### src/rtl/sq_sched_pkg.sv
// sq_sched_pkg: shared types and constants for the sq_rd round-robin scheduler.
// Contents:
//   sched_state_t : flush/drain state machine encoding
//   DESC_*        : bit offsets of the fields inside an 80-bit read descriptor
//   cnt_width()   : width of a credit counter able to hold 0..max_out
package sq_sched_pkg;

    typedef enum logic [1:0] {
        RUN   = 2'd0,
        DRAIN = 2'd1,
        DONE  = 2'd2,
        HOLD  = 2'd3
    } sched_state_t;

    localparam int DESC_VADDR_LSB  = 0;
    localparam int DESC_VADDR_MSB  = 47;
    localparam int DESC_LEN_LSB    = 48;
    localparam int DESC_LEN_MSB    = 75;
    localparam int DESC_STREAM_LSB = 76;
    localparam int DESC_STREAM_MSB = 77;
    localparam int DESC_LAST_BIT   = 78;
    localparam int DESC_RSVD_BIT   = 79;

    // Counter must represent the full-credit value max_out itself.
    function automatic int cnt_width(input int max_out);
        return $clog2(max_out + 1);
    endfunction

endpackage

### src/rtl/rr_arbiter_n.sv
// rr_arbiter_n: purely combinational rotating-priority arbiter.
// Ports:
//   req          in  N      request vector
//   ptr          in  IDX_W  index with highest priority this cycle
//   grant_onehot out N      one-hot winner (all zero when no request)
//   grant_idx    out IDX_W  binary winner index (0 when no request)
//   any          out 1      at least one request present
module rr_arbiter_n #(
    parameter int N     = 4,
    parameter int IDX_W = 3
) (
    input  logic [N-1:0]     req,
    input  logic [IDX_W-1:0] ptr,
    output logic [N-1:0]     grant_onehot,
    output logic [IDX_W-1:0] grant_idx,
    output logic             any
);

    logic [2*N-1:0] w_dbl;
    logic [2*N-1:0] w_rot;
    logic [IDX_W:0] w_sum;

    assign w_dbl = {req, req};

    // Rotate requests so ptr sits at bit 0, pick the lowest set bit, map back.
    always_comb begin
        w_rot = w_dbl >> ptr;
        w_sum = {(IDX_W+1){1'b0}};
        any   = 1'b0;
        // Descending scan: the last hit (lowest offset from ptr) wins.
        for (int k = N - 1; k >= 0; k--) begin
            if (w_rot[k]) begin
                w_sum = {1'b0, ptr} + (IDX_W+1)'(k);
                any   = 1'b1;
            end else begin
                w_sum = w_sum;
            end
        end
        if (w_sum >= (IDX_W+1)'(N)) begin
            w_sum = w_sum - (IDX_W+1)'(N);
        end else begin
            w_sum = w_sum;
        end
        grant_idx    = w_sum[IDX_W-1:0];
        grant_onehot = any ? (N'(1'b1) << w_sum) : {N{1'b0}};
    end

endmodule

### src/rtl/sq_rr_sched.sv
// sq_rr_sched: shares one sq_rd descriptor queue among N_REQ requesters with
// round-robin arbitration, per-requester credit limits and a flush handshake.
// Ports:
//   aclk, aresetn        clock, asynchronous active-low reset
//   req_valid/ready/data per-requester descriptor handshake (slice i = requester i)
//   sq_valid/ready/data  registered descriptor towards sq_rd; sq_dest = requester index
//   cq_valid, cq_dest    completion strobe returning one credit to cq_dest
//   flush, flush_done    drain request level / one-cycle drained pulse
//   busy                 credits outstanding or descriptor held
//   err_cq               sticky: completion for an idle or out-of-range requester
module sq_rr_sched
    import sq_sched_pkg::*;
#(
    parameter int N_REQ    = 4,
    parameter int REQ_BITS = 80,
    parameter int MAX_OUT  = 8,
    parameter int ID_BITS  = 3
) (
    input  logic                      aclk,
    input  logic                      aresetn,
    input  logic [N_REQ-1:0]          req_valid,
    output logic [N_REQ-1:0]          req_ready,
    input  logic [N_REQ*REQ_BITS-1:0] req_data,
    output logic                      sq_valid,
    input  logic                      sq_ready,
    output logic [REQ_BITS-1:0]       sq_data,
    output logic [ID_BITS-1:0]        sq_dest,
    input  logic                      cq_valid,
    input  logic [ID_BITS-1:0]        cq_dest,
    input  logic                      flush,
    output logic                      flush_done,
    output logic                      busy,
    output logic                      err_cq
);

    localparam int CNT_W = cnt_width(MAX_OUT);

    sched_state_t         r_state;
    sched_state_t         w_state_nxt;
    logic [CNT_W-1:0]     r_cnt     [N_REQ];
    logic [CNT_W-1:0]     w_cnt_nxt [N_REQ];
    logic [ID_BITS-1:0]   r_ptr;
    logic                 r_sq_valid;
    logic [REQ_BITS-1:0]  r_sq_data;
    logic [ID_BITS-1:0]   r_sq_dest;
    logic                 r_flush_done;
    logic                 r_busy;
    logic                 r_err_cq;

    logic [N_REQ-1:0]     w_elig;
    logic [N_REQ-1:0]     w_grant_oh;
    logic [ID_BITS-1:0]   w_grant_idx;
    logic                 w_grant_any;
    logic                 w_slot_load;
    logic                 w_hs;
    logic                 w_cq_hit;
    logic                 w_cq_err;
    logic                 w_all_zero;
    logic                 w_any_nxt;
    logic                 w_sq_valid_nxt;
    logic [ID_BITS-1:0]   w_ptr_nxt;

    // Eligibility: pending request, spare credit, running and no flush this cycle.
    always_comb begin
        w_elig = {N_REQ{1'b0}};
        for (int i = 0; i < N_REQ; i++) begin
            if (req_valid[i] && (r_cnt[i] < CNT_W'(MAX_OUT)) && (r_state == RUN) && !flush) begin
                w_elig[i] = 1'b1;
            end else begin
                w_elig[i] = 1'b0;
            end
        end
    end

    rr_arbiter_n #(
        .N     (N_REQ),
        .IDX_W (ID_BITS)
    ) u_arb (
        .req          (w_elig),
        .ptr          (r_ptr),
        .grant_onehot (w_grant_oh),
        .grant_idx    (w_grant_idx),
        .any          (w_grant_any)
    );

    // The output slot can take a new descriptor when empty or being drained now.
    assign w_slot_load    = !r_sq_valid || sq_ready;
    // Ready is masked while reset is held so nothing is accepted into a cleared slot.
    assign req_ready      = (aresetn && w_slot_load) ? w_grant_oh : {N_REQ{1'b0}};
    assign w_hs           = w_slot_load && w_grant_any;
    assign w_sq_valid_nxt = w_slot_load ? w_grant_any : r_sq_valid;
    assign w_ptr_nxt      = (w_grant_idx == ID_BITS'(N_REQ - 1)) ? ID_BITS'(0)
                                                                 : (w_grant_idx + ID_BITS'(1));

    // Credit bookkeeping: grant adds, completion removes, both together cancel.
    always_comb begin
        logic v_inc;
        logic v_dec;
        v_inc      = 1'b0;
        v_dec      = 1'b0;
        w_cq_hit   = 1'b0;
        w_all_zero = 1'b1;
        w_any_nxt  = 1'b0;
        for (int i = 0; i < N_REQ; i++) begin
            v_inc      = w_hs && (w_grant_idx == ID_BITS'(i));
            v_dec      = cq_valid && (cq_dest == ID_BITS'(i)) && (r_cnt[i] != CNT_W'(0));
            w_cq_hit   = w_cq_hit | v_dec;
            w_all_zero = w_all_zero & (r_cnt[i] == CNT_W'(0));
            case ({v_inc, v_dec})
                2'b10:   w_cnt_nxt[i] = r_cnt[i] + CNT_W'(1);
                2'b01:   w_cnt_nxt[i] = r_cnt[i] - CNT_W'(1);
                default: w_cnt_nxt[i] = r_cnt[i];
            endcase
            w_any_nxt = w_any_nxt | (w_cnt_nxt[i] != CNT_W'(0));
        end
        // Any completion that did not match a requester holding credit is an error.
        w_cq_err = cq_valid && !w_cq_hit;
    end

    // Flush state machine next-state logic.
    always_comb begin
        w_state_nxt = r_state;
        case (r_state)
            RUN: begin
                if (flush) w_state_nxt = DRAIN;
                else       w_state_nxt = RUN;
            end
            DRAIN: begin
                if (!r_sq_valid && w_all_zero) w_state_nxt = DONE;
                else                           w_state_nxt = DRAIN;
            end
            DONE: begin
                w_state_nxt = HOLD;
            end
            HOLD: begin
                if (!flush) w_state_nxt = RUN;
                else        w_state_nxt = HOLD;
            end
            default: begin
                w_state_nxt = RUN;
            end
        endcase
    end

    // Per-requester credit counters.
    always_ff @(posedge aclk or negedge aresetn) begin
        if (!aresetn) begin
            for (int i = 0; i < N_REQ; i++) r_cnt[i] <= CNT_W'(0);
        end else begin
            for (int i = 0; i < N_REQ; i++) r_cnt[i] <= w_cnt_nxt[i];
        end
    end

    // State, pointer, output slot and status flags.
    always_ff @(posedge aclk or negedge aresetn) begin
        if (!aresetn) begin
            r_state      <= RUN;
            r_ptr        <= ID_BITS'(0);
            r_sq_valid   <= 1'b0;
            r_sq_data    <= REQ_BITS'(0);
            r_sq_dest    <= ID_BITS'(0);
            r_flush_done <= 1'b0;
            r_busy       <= 1'b0;
            r_err_cq     <= 1'b0;
        end else begin
            r_state      <= w_state_nxt;
            r_sq_valid   <= w_sq_valid_nxt;
            r_flush_done <= (w_state_nxt == DONE);
            r_busy       <= w_any_nxt || w_sq_valid_nxt;
            r_err_cq     <= r_err_cq || w_cq_err;
            if (w_hs) begin
                r_sq_data <= req_data[w_grant_idx * REQ_BITS +: REQ_BITS];
                r_sq_dest <= w_grant_idx;
                r_ptr     <= w_ptr_nxt;
            end else begin
                r_sq_data <= r_sq_data;
                r_sq_dest <= r_sq_dest;
                r_ptr     <= r_ptr;
            end
        end
    end

    assign sq_valid   = r_sq_valid;
    assign sq_data    = r_sq_data;
    assign sq_dest    = r_sq_dest;
    assign flush_done = r_flush_done;
    assign busy       = r_busy;
    assign err_cq     = r_err_cq;

endmodule

### config.mk
export PLATFORM = sky130hd
export DESIGN_NAME = sq_rr_sched
export DESIGN_NICKNAME = d
export VERILOG_FILES = /design/src/rtl/sq_sched_pkg.sv /design/src/rtl/rr_arbiter_n.sv /design/src/rtl/sq_rr_sched.sv
export SDC_FILE = /design/constraint.sdc
export NUM_CORES = 1
export LEC_CHECK = 0
export CAP_MARGIN = 5
export CORE_MARGIN = 8
export CORE_UTILIZATION = 38
export CTS_CLUSTER_SIZE = 8
export DETAILED_ROUTE_END_ITERATION = 12
export PLACE_DENSITY_LB_ADDON = 0.3
export SLEW_MARGIN = 40
export SYNTH_ARGS = -nofsm -noshare
export SYNTH_HDL_FRONTEND = slang
export SYNTH_SLANG_ARGS = --single-unit
### constraint.sdc
create_clock -name aclk -period 4.3 [get_ports aclk]
set_clock_uncertainty 0.15 [all_clocks]
set_input_delay 0.43 -clock aclk [delete_from_list [all_inputs] [get_ports aclk]]
set_output_delay 0.43 -clock aclk [all_outputs]
set_load 0.01 [all_outputs]
==> impl_metrics.env, run 1 <==
export IMPL_status="finished, violations left"
export IMPL_violations="setup timing"
export IMPL_async_flop_share_pct=100
export IMPL_diodes=0
export IMPL_io_buffers=422
export IMPL_chipWidth_microns=168
export IMPL_hold_buffers=0
export IMPL_drtAntennaViolNets=0
export IMPL_period_needed_ns=4.31
export IMPL_dieHeight_microns=168
export IMPL_syn_num_nets=1115
export IMPL_clk_insertion_delay_late_ns=0.35
export IMPL_drt_initial_drc_count=406
export IMPL_ys_ff_latch=108
export IMPL_syn_instance_count=764
export IMPL_hold_path_class="in2async"
export IMPL_crit_fanout=6
export IMPL_regArea_sq_um=2700
export IMPL_critPathSlowestCell="or4_1"
export IMPL_hold_viol=0
export IMPL_rows=55
export IMPL_vias=7603
export IMPL_maxCapViolCount=0
export IMPL_finalCritPeriodShare_pct=100
export IMPL_synth_ff_type="dfrtp_1"
export IMPL_antenna_found_initial=0
export IMPL_tightest_slew_ns=0.819
export IMPL_synth_top_family_by_area="multiplexers"
export IMPL_dp_hpwl_microns=25100
export IMPL_max_clock_freq_ghz=0.232
export IMPL_multi_input_area_sq_um=5680
export IMPL_drc=0
export IMPL_worst_endpoint_arrival_ns=4.38
export IMPL_critPathKind="reg2reg"
export IMPL_initial_core_util_pct=38.7
export IMPL_grtUsageTotal_pct=20.9
export IMPL_fillers=1935
export IMPL_grt_max_degree=82
export IMPL_grt_pass1_wl_microns=46100
export IMPL_wl_met1_microns=12200
export IMPL_powerDensity_nw_per_um2=421
export IMPL_synth_simple_gate_area_share_pct=9.92
export IMPL_synth_xor_area_share_pct=2.01
export IMPL_cts_buffers_inserted=9
export IMPL_wirelength_microns=30700
export IMPL_place_gp_congestion=0.879
export IMPL_routed_via_density=5.05
export IMPL_path_cells="buf_6 > or3b_4 > a211o_1 > buf_4 > a211o_1 > o211a_4 > clkinv_4 > nand2_1 > or3_4 > ha_4 > xor2_2 > ha_2 > a21oi_2 > xnor2_1 > nand2b_1 > xnor2_1 > or4_1 > nor2_1 > nand4bb_1"
export IMPL_stdcell_count=1505
export IMPL_layout_nets=1566
export IMPL_clock_sinks=108
export IMPL_leakage_nw=6.77
export IMPL_clk_pin_slew_worst_paths_ns=0.08
export IMPL_dieArea_sq_um=28100
export IMPL_synthMuxAreaShare_pct=32.6
export IMPL_dp_cells=1482
export IMPL_core_sq_um=22600
export IMPL_synth_area_sq_um=8720
export IMPL_routed_top_layer="met4"
export IMPL_most_common_layout_cells="clkdlybuf4s50_1, mux2i_1, dfrtp_1, nand2_1, o31ai_2"
export IMPL_worst_slack_ns=-0.0111
export IMPL_vdd_drop_max_mv=0.188
export IMPL_cts_buffer_depth=2
export IMPL_syn_area_per_cell_sq_um=11.4
export IMPL_cts_tree="yes"
export IMPL_yosysSeqAreaShare_pct=31.0
export IMPL_root_buffer="clkbuf_16"
export IMPL_grt_ovfl_total=0
export IMPL_maxSlewViolCount=0
export IMPL_synth_edff_count=0
export IMPL_yosys_warnings=0
export IMPL_synth_compound_area_share_pct=15.3
export IMPL_finalSetupViolations=1
export IMPL_end_kind="register"
export IMPL_drive_above_1_share_pct=24.3
export IMPL_wl_per_cell_microns=20.4
export IMPL_worstPathRequired_ns=4.37
export IMPL_synthAdderAreaFrac_pct=2.81
export IMPL_wl_met2_microns=15900
export IMPL_holdWs_ns=0.107
export IMPL_first_pass_iters=4
export IMPL_wl_met3_microns=1870
export IMPL_critPathMaxStageDelay_ns=0.51
export IMPL_grt_pass1_vias=8011
export IMPL_final_common_cell="clkdlybuf4s50_1"
export IMPL_syn2layout_area_growth_pct=59.4
export IMPL_htree_levels=3
export IMPL_rsz0062_at_grt="true"
export IMPL_slew_headroom_pct=45.4
export IMPL_pin_count=423
export IMPL_synth_distinct_cells=60
export IMPL_cp_start_kind="register"
[path summary, 6_finish.rpt]
kind | start | to | slack [ns] | depth (start not counted)
worst min register to register | err_cq | err_cq | 0.31 | 1
worst min-delay path | aresetn | sq_data[24] | 0.11 | 2
worst max register to register | r_ptr[0] | busy | -0.01 | 19
min in group aclk | err_cq | err_cq | 0.31 | 1
worst max-delay path | r_ptr[0] | busy | -0.01 | 19
max in group asynchronous | aresetn | sq_data[70] | 2.90 | 3
[metal layers]
| metal | track usage [%] | up-vias |
|---|---|---|
| met5 | 0 | - |
| met4 | 6.17 | 0 |
| met3 | 5.17 | 36 |
| met2 | 38.0 | 265 |
| met1 | 23.6 | 3576 |
| li1 | - | 3726 |
[critical path: cells and delay by family, from the launching register on]
kind,cells,cell delay [ns]
AOI/OAI and AO/OA,4,0.89
xor gates and xnor gates,3,0.39
adders and majority gates,2,0.36
buffers and inverters,3,0.34
DFF,1,0.40
and+or+nand+nor,7,1.65
[Yosys cell counts, types with 3 or more instances]
| library cell | count | share of area (%) |
|---|---|---|
| nor2b_1 | 6 | 0.43 |
| buf_12 | 8 | 1.8 |
| nor2_1 | 12 | 0.52 |
| o31ai_2 | 77 | 11 |
| nor3b_1 | 6 | 0.52 |
| and3_1 | 4 | 0.29 |
| mux2_4 | 70 | 12 |
| nand3_1 | 5 | 0.29 |
| a21o_1 | 4 | 0.34 |
| ha_1 | 18 | 2.6 |
| inv_1 | 7 | 0.30 |
| xnor2_1 | 7 | 0.70 |
| o31ai_1 | 5 | 0.43 |
| xor2_1 | 13 | 1.3 |
| dfrtp_1 | 108 | 31 |
| mux2_2 | 14 | 1.8 |
| nor3_1 | 4 | 0.23 |
| nor4_1 | 6 | 0.43 |
| clkbuf_1 | 18 | 0.77 |
| nand2_1 | 95 | 4.1 |
| a21oi_1 | 9 | 0.52 |
| a211o_1 | 4 | 0.40 |
| nand3b_1 | 6 | 0.52 |
| nand2b_1 | 5 | 0.36 |
| buf_2 | 12 | 0.69 |
| buf_6 | 18 | 2.3 |
| o21ai_0 | 12 | 0.69 |
| or3_1 | 3 | 0.22 |
| mux2i_1 | 161 | 18 |
| a211oi_1 | 6 | 0.52 |
| nand4bb_1 | 3 | 0.39 |
[metrics by stage]
stage               setup WS, ns  total power, W  setup TNS [ns]  instance area, sq um  utilization (%)
floorplan                -0.0815         0.00326         -0.0815                  8770                -
global placement          -0.625         0.00484           -1.25                 13400             59.2
detailed placement        -0.716         0.00489           -3.19                 13400             59.2
CTS                      0.00793         0.00585               0                 13800             61.3
global route              -0.166         0.00620          -0.166                 13900             61.6
finish                   -0.0111         0.00585         -0.0111                 13900             61.6
[cells by family (layout without fill, tap and decap cells)]
family	count (synthesis)	count (layout)
buf+inv	68	524
flops	108	108
fa+ha+maj	19	19
simple gates	172	172
mux	246	246
compound gates	131	131
xor+xnor	20	20
[power by group]
part | leakage [nW] | switching, W | internal, W | total [W]
clock network | 0.143 | 0.000396 | 0.000458 | 0.000854
registers | 1.35 | 0.000301 | 0.00146 | 0.00176
logic | 5.27 | 0.00141 | 0.00183 | 0.00324
[area by class of cell]
| type | instances | area share [%] |
|---|---|---|
| tap | 285 | 2.56 |
| clock buffer | 10 | 1.65 |
| sequential | 108 | 19.4 |
| clock inverter | 6 | 0.522 |
| inverter | 9 | 0.315 |
| multi-input combinational | 588 | 40.8 |
| timing repair buffer | 499 | 34.7 |
[sequential cells by signal, indices dropped and copies added, names as in the netlist]
name,cells
busy,1
err_cq,1
flush_done,1
r_cnt,16
r_ptr,3
r_state,2
sq_data,80
sq_dest,3
sq_valid,1
[timing repair]
| item | CTS | global route |
|---|---|---|
| setup buffers | 6 | 1 |
| pin swaps | 11 | 10 |
| resized for setup | 29 | 13 |
| endpoints found under the setup margin | 2 | 4 |
Power figures use the tool's default switching activity.
==> run 2: changes to the inputs <==
PLACE_DENSITY = 0.79   (was unset)
PLACE_DENSITY_LB_ADDON = unset   (was 0.3)
SLEW_MARGIN = 10   (was 40)
==> run 2 against run 1 <==
Net effect: the flow still finishes with violations (setup timing); first-iteration DRC count rose by 31%; cell count decreased by 0.20%; largest cell class unchanged; via count grew 0.37%; sequential power about the same; count of clock-buffer cells in the layout fell by 1; final area decreased by 0.84%; utilization down 0.52 points; clock power is 4.1% lower; combinational power down 4%; global-route usage is 0.32 points higher; power decreased by 2.6%; worst setup slack got worse by 0.21 ns.
==> impl_metrics.env, run 2 (synthesis results as in run 1) <==
export IMPL_dieHeight_microns=168
export IMPL_crit_fanout=3
export IMPL_htree_levels=3
export IMPL_holdWs_ns=0.316
export IMPL_rows=55
export IMPL_cts_buffers_inserted=9
export IMPL_wirelength_microns=30900
export IMPL_swShare_pct=36.4
export IMPL_fillers=1949
export IMPL_core_sq_um=22600
export IMPL_hold_viol=0
export IMPL_worstPathRequired_ns=4.38
export IMPL_clk_insertion_delay_late_ns=0.35
export IMPL_drc=0
export IMPL_layout_nets=1563
export IMPL_antenna_found_initial=0
export IMPL_finalPower_w=0.00570
export IMPL_leakage_nw=6.74
export IMPL_routed_via_density=5.08
export IMPL_p_seq_share_pct=30.8
export IMPL_critPathMaxStageDelay_ns=0.60
export IMPL_diodes=0
export IMPL_chipWidth_microns=168
export IMPL_grt_pass1_wl_microns=46800
export IMPL_dp_cells=1482
export IMPL_drive_above_1_share_pct=23.3
export IMPL_violations="setup timing"
export IMPL_path_cells="clkdlybuf4s50_1 > or3_1 > buf_4 > a2111oi_0 > a2bb2oi_2 > o211a_4 > clkinv_4 > nand2_1 > or3_4 > ha_4 > xor2_1 > ha_2 > a21oi_2 > xnor2_1 > nand2b_1 > xnor2_1 > or4_1 > nor2_1 > nand4bb_1"
export IMPL_most_common_layout_cells="clkdlybuf4s50_1, mux2i_1, dfrtp_1, nand2_1, o31ai_2"
export IMPL_max_clock_freq_ghz=0.221
export IMPL_cp_num_buf_inv=3
export IMPL_cts_tree="yes"
export IMPL_worst_endpoint_arrival_ns=4.60
export IMPL_critPathKind="in2reg"
export IMPL_drtAntennaViolNets=0
export IMPL_drt_initial_drc_count=530
export IMPL_powerDensity_nw_per_um2=413
export IMPL_maxSlewViolCount=0
export IMPL_power_share_clock_pct=14.4
export IMPL_maxCapViolCount=0
export IMPL_tightest_slew_ns=1.04
export IMPL_io_buffers=422
export IMPL_grt_pass1_vias=8092
export IMPL_p_comb_share_pct=54.8
export IMPL_final_common_cell="clkdlybuf4s50_1"
export IMPL_clk_pin_slew_worst_paths_ns=0.08
export IMPL_end_kind="register"
export IMPL_cpMostUsedCell="xnor2_1"
export IMPL_status="finished, violations left"
export IMPL_period_needed_ns=4.52
export IMPL_grt_max_degree=101
export IMPL_place_gp_congestion=0.865
export IMPL_dieArea_sq_um=28100
export IMPL_cp_top_family="simple AND/OR/NAND/NOR gates"
export IMPL_hold_path_class="reg2reg"
export IMPL_initial_core_util_pct=38.7
export IMPL_cts_buffer_depth=2
export IMPL_grtUsageTotal_pct=21.2
export IMPL_first_pass_iters=4
export IMPL_wl_per_cell_microns=20.6
export IMPL_stdcell_count=1502
export IMPL_clock_sinks=108
export IMPL_post_route_util_pct=61.1
export IMPL_intPower_w=0.00362
export IMPL_netSwitchingPower_w=0.00208
export IMPL_syn2layout_area_growth_pct=58.1
export IMPL_pin_count=423
export IMPL_finalSetupViolations=1
export IMPL_vias=7631
export IMPL_critPathSlowestCell="a2111oi_0"
export IMPL_finalCritPeriodShare_pct=105
export IMPL_dp_hpwl_microns=25300
export IMPL_worst_slack_ns=-0.217
export IMPL_vdd_drop_max_mv=0.186
export IMPL_cp_start_kind="primary input"
export IMPL_slew_headroom_pct=31.0
export IMPL_largest_reg_flops=80
export IMPL_rsz0062_at_grt="true"
export IMPL_root_buffer="clkbuf_16"
export IMPL_grt_ovfl_total=0
==> run 2: timing repair <==
| action | CTS | global route |
|---|---|---|
| endpoints found under the hold margin | 48 | 0 |
| setup endpoints to repair | 2 | 2 |
| hold buffers | 1 | 0 |
| pin swaps | 4 | 4 |
| gates resized for setup | 10 | 12 |
| buffers inserted | 2 | 1 |
==> run 2: final timing paths <==
path,start,endpoint,slack (ns),depth (start not counted)
max in group asynchronous,aresetn,sq_data[50],2.27,3
worst min register to register,err_cq,err_cq,0.32,1
worst max register to register,r_state[1],busy,-0.13,18
min in group asynchronous,aresetn,err_cq,0.50,2
worst min-delay path,err_cq,err_cq,0.32,1
worst max-delay path,flush,busy,-0.22,19
==> run 2: stage by stage <==
| step | area (sq um) | worst slack, ns | setup TNS [ns] |
|---|---|---|---|
| 4_1_cts | 13700 | -0.110 | -0.110 |
| 6_report | 13800 | -0.217 | -0.217 |
| 3_3_place_gp | 13400 | -0.565 | -0.699 |
| 3_5_place_dp | 13400 | -0.603 | -0.922 |
| 5_1_grt | 13800 | -0.358 | -0.410 |
| 2_1_floorplan | 8770 | -0.0815 | -0.0815 |
==> run 2: power groups by stage <==
stage          Combinational [W]  Sequential, W  Clock [W]
2_1_floorplan            0.00135        0.00191          0
3_3_place_gp             0.00307        0.00175          0
3_5_place_dp             0.00311        0.00177          0
4_1_cts                  0.00314        0.00176   0.000856
5_1_grt                  0.00336        0.00182   0.000890
6_report                 0.00312        0.00176   0.000819
==> run 2: per-layer routing <==
layer	up-vias	share of wire (%)	global-route usage (%)
li1	3721	-	-
met1	3607	40	24.6
met2	265	52	37.9
met3	38	6.3	5.13
met4	0	2.3	6.60
met5	-	0	0
==> run 2: cell type report <==
cell class | instances | area [sq um] | area share [%]
sequential | 108 | 2700 | 19.6
multi-input combinational | 588 | 5600 | 40.6
tap | 285 | 357 | 2.59
timing repair buffer | 496 | 4800 | 34.8
inverter | 9 | 43.8 | 0.318
clock buffer | 9 | 225 | 1.63
clock inverter | 7 | 67.6 | 0.490
==> run 2: worst reg2reg max path: cells and delay by family (launching register included) <==
family                     cells  cell delay [ns]
DFF                            1             0.43
AOI/OAI and AO/OA              4             1.08
and+or+nand+nor                7             1.70
xor gates and xnor gates       3             0.40
adders and majority gates      2             0.36
buffers and inverters          2             0.21
==> run 3: changes to the inputs <==
CORE_AREA = 8 8 158 160   (was unset)
CORE_MARGIN = unset   (was 8)
CORE_UTILIZATION = unset   (was 38)
DIE_AREA = 0 0 166 168   (was unset)
PLACE_DENSITY = 0.78   (was 0.79)
clock period = 5.1 ns   (was 4.3 ns; I/O delays follow)
==> run 3 against run 2 <==
Net effect: the flow now finishes without violations; utilization shrank 1.7 points; combinational power shrank 21%; non-clock buffer count shrank 50; die area shrank 0.63%; sequential share of layout area grew 0.76 points; register-to-register slack gained 0.54 ns; flip-flop and latch count is the same; power shrank 19%; first-iteration DRC count shrank 36%; cell count shrank 3.3%; critical endpoint unchanged; highest routed layer unchanged.
==> impl_metrics.env, run 3 (synthesis results as in run 1) <==
export IMPL_fillers=1952
export IMPL_power_share_clock_pct=14.5
export IMPL_r2r_end="busy"
export IMPL_place_gp_congestion=0.828
export IMPL_cp_startpoint="req_valid[2]"
export IMPL_clock_sinks=108
export IMPL_finalPower_w=0.00461
export IMPL_grt_max_degree=167
export IMPL_wl_per_cell_microns=20.7
export IMPL_cts_buffer_depth=2
export IMPL_wirelength_microns=30000
export IMPL_grt_pass1_vias=8105
export IMPL_root_buffer="clkbuf_16"
export IMPL_clk_insertion_delay_late_ns=0.35
export IMPL_cts_buffers_inserted=9
export IMPL_io_buffers=422
export IMPL_drc=0
export IMPL_clk_pin_slew_worst_paths_ns=0.08
export IMPL_setup_tns_ns=0
export IMPL_first_pass_iters=4
export IMPL_maxSlewViolCount=0
export IMPL_crit_end="busy"
export IMPL_stdcell_count=1452
export IMPL_crit_fanout=4
export IMPL_reg2reg_slack_ns=0.41
export IMPL_end_kind="register"
export IMPL_initial_core_util_pct=39.0
export IMPL_p_seq_share_pct=32.1
export IMPL_rows=55
export IMPL_p_comb_share_pct=53.4
export IMPL_intPower_w=0.00293
export IMPL_status="completed"
export IMPL_cp_start_kind="primary input"
export IMPL_dp_hpwl_microns=24400
export IMPL_layout_nets=1513
export IMPL_routed_via_density=5.14
export IMPL_worstRegToRegCells=18
export IMPL_pin_count=423
export IMPL_htree_levels=3
export IMPL_maxCapViolCount=0
export IMPL_slew_headroom_pct=28.9
export IMPL_grtUsageTotal_pct=20.7
export IMPL_finalCritPeriodShare_pct=94.1
export IMPL_most_common_layout_cells="clkdlybuf4s50_1, mux2i_1, dfrtp_1, nand2_1, o31ai_2"
export IMPL_critPathKind="in2reg"
export IMPL_leakage_nw=6.46
export IMPL_worstPathRequired_ns=5.18
export IMPL_dp_cells=1435
export IMPL_diodes=0
export IMPL_grt_pass1_wl_microns=45800
export IMPL_dieHeight_microns=168
export IMPL_r2r_start="r_ptr[0]"
export IMPL_hold_viol=0
export IMPL_syn2layout_area_growth_pct=52.2
export IMPL_drtAntennaViolNets=0
export IMPL_drive_above_1_share_pct=18.2
export IMPL_grt_ovfl_total=0
export IMPL_holdWs_ns=0.312
export IMPL_powerDensity_nw_per_um2=347
export IMPL_rsz0062_at_grt="false"
export IMPL_hold_path_class="reg2reg"
export IMPL_max_clock_freq_ghz=0.208
export IMPL_vias=7466
export IMPL_swShare_pct=36.5
export IMPL_final_common_cell="clkdlybuf4s50_1"
export IMPL_finalSetupViolations=0
export IMPL_largest_reg_flops=80
export IMPL_worst_endpoint_arrival_ns=4.88
export IMPL_antenna_found_initial=0
export IMPL_core_sq_um=22400
export IMPL_post_route_util_pct=59.4
export IMPL_vdd_drop_max_mv=0.179
export IMPL_drt_initial_drc_count=339
export IMPL_dieArea_sq_um=27900
export IMPL_chipWidth_microns=166
export IMPL_cts_tree="yes"
export IMPL_tightest_slew_ns=1.07
export IMPL_netSwitchingPower_w=0.00168
export IMPL_period_needed_ns=4.80
[run 3: worst min-delay path by stage]
stage / startpoint / to / cells after the start
floorplan: aresetn / busy / 0
global placement: err_cq / err_cq / 1
detailed placement: err_cq / err_cq / 1
CTS: err_cq / err_cq / 1
global route: sq_data[10] / sq_data[10] / 2
finish: err_cq / err_cq / 1
[run 3: worst max-delay path, cell delays in order]
cell and delay, ns:
clkdlybuf4s50_1 0.53, or3b_1 0.38, a211o_1 0.35, and2_1 0.19, and3_1 0.18, o21ai_1 0.27
a31oi_4 0.13, or3_1 0.44, ha_1 0.23, xor2_1 0.15, ha_1 0.18, a21oi_1 0.18
xnor2_1 0.17, nand2b_1 0.10, xnor2_1 0.14, or4_1 0.51, nor2_1 0.12, nand4bb_1 0.10
[run 3: cell type report]
class / instances / area, sq um / share of cell area [%]
clock buffer: 9 / 225 / 1.70
clock inverter: 7 / 50.0 / 0.377
inverter: 9 / 40.0 / 0.302
multi-input combinational: 588 / 5490 / 41.3
sequential: 108 / 2700 / 20.4
tap: 285 / 357 / 2.69
timing repair buffer: 446 / 4420 / 33.3
[run 3: metal layers]
layer | part of all wire (%) | wire length [microns] | vias to the layer above | global-route usage, %
li1 | - | - | 3613 | -
met1 | 39 | 11700 | 3532 | 22.8
met2 | 52 | 15700 | 285 | 38.6
met3 | 6.6 | 1970 | 36 | 5.75
met4 | 2.1 | 626 | 0 | 5.18
met5 | 0 | 0 | - | 0
[run 3: power by group through the flow]
| stage | Combinational, W | Clock [W] | Sequential, W |
|---|---|---|---|
| 3_3_place_gp | 0.00245 | 0 | 0.00147 |
| 2_1_floorplan | 0.00113 | 0 | 0.00161 |
| 3_5_place_dp | 0.00248 | 0 | 0.00150 |
| 6_report | 0.00246 | 0.000669 | 0.00148 |
| 5_1_grt | 0.00265 | 0.000727 | 0.00153 |
| 4_1_cts | 0.00249 | 0.000701 | 0.00148 |
[run 3: repair_timing]
action	in CTS	in global routing
resized for setup	0	0
buffers inserted	0	0
endpoints found under the hold margin	33	0
hold buffers	1	0
[run 3: stage by stage]
step	cell area [sq um]	worst slack [ns]
6_report	13300	0.303
5_1_grt	13300	0.132
4_1_cts	13300	0.345
3_5_place_dp	13000	0.0617
3_3_place_gp	13000	0.108
2_1_floorplan	8720	0.576
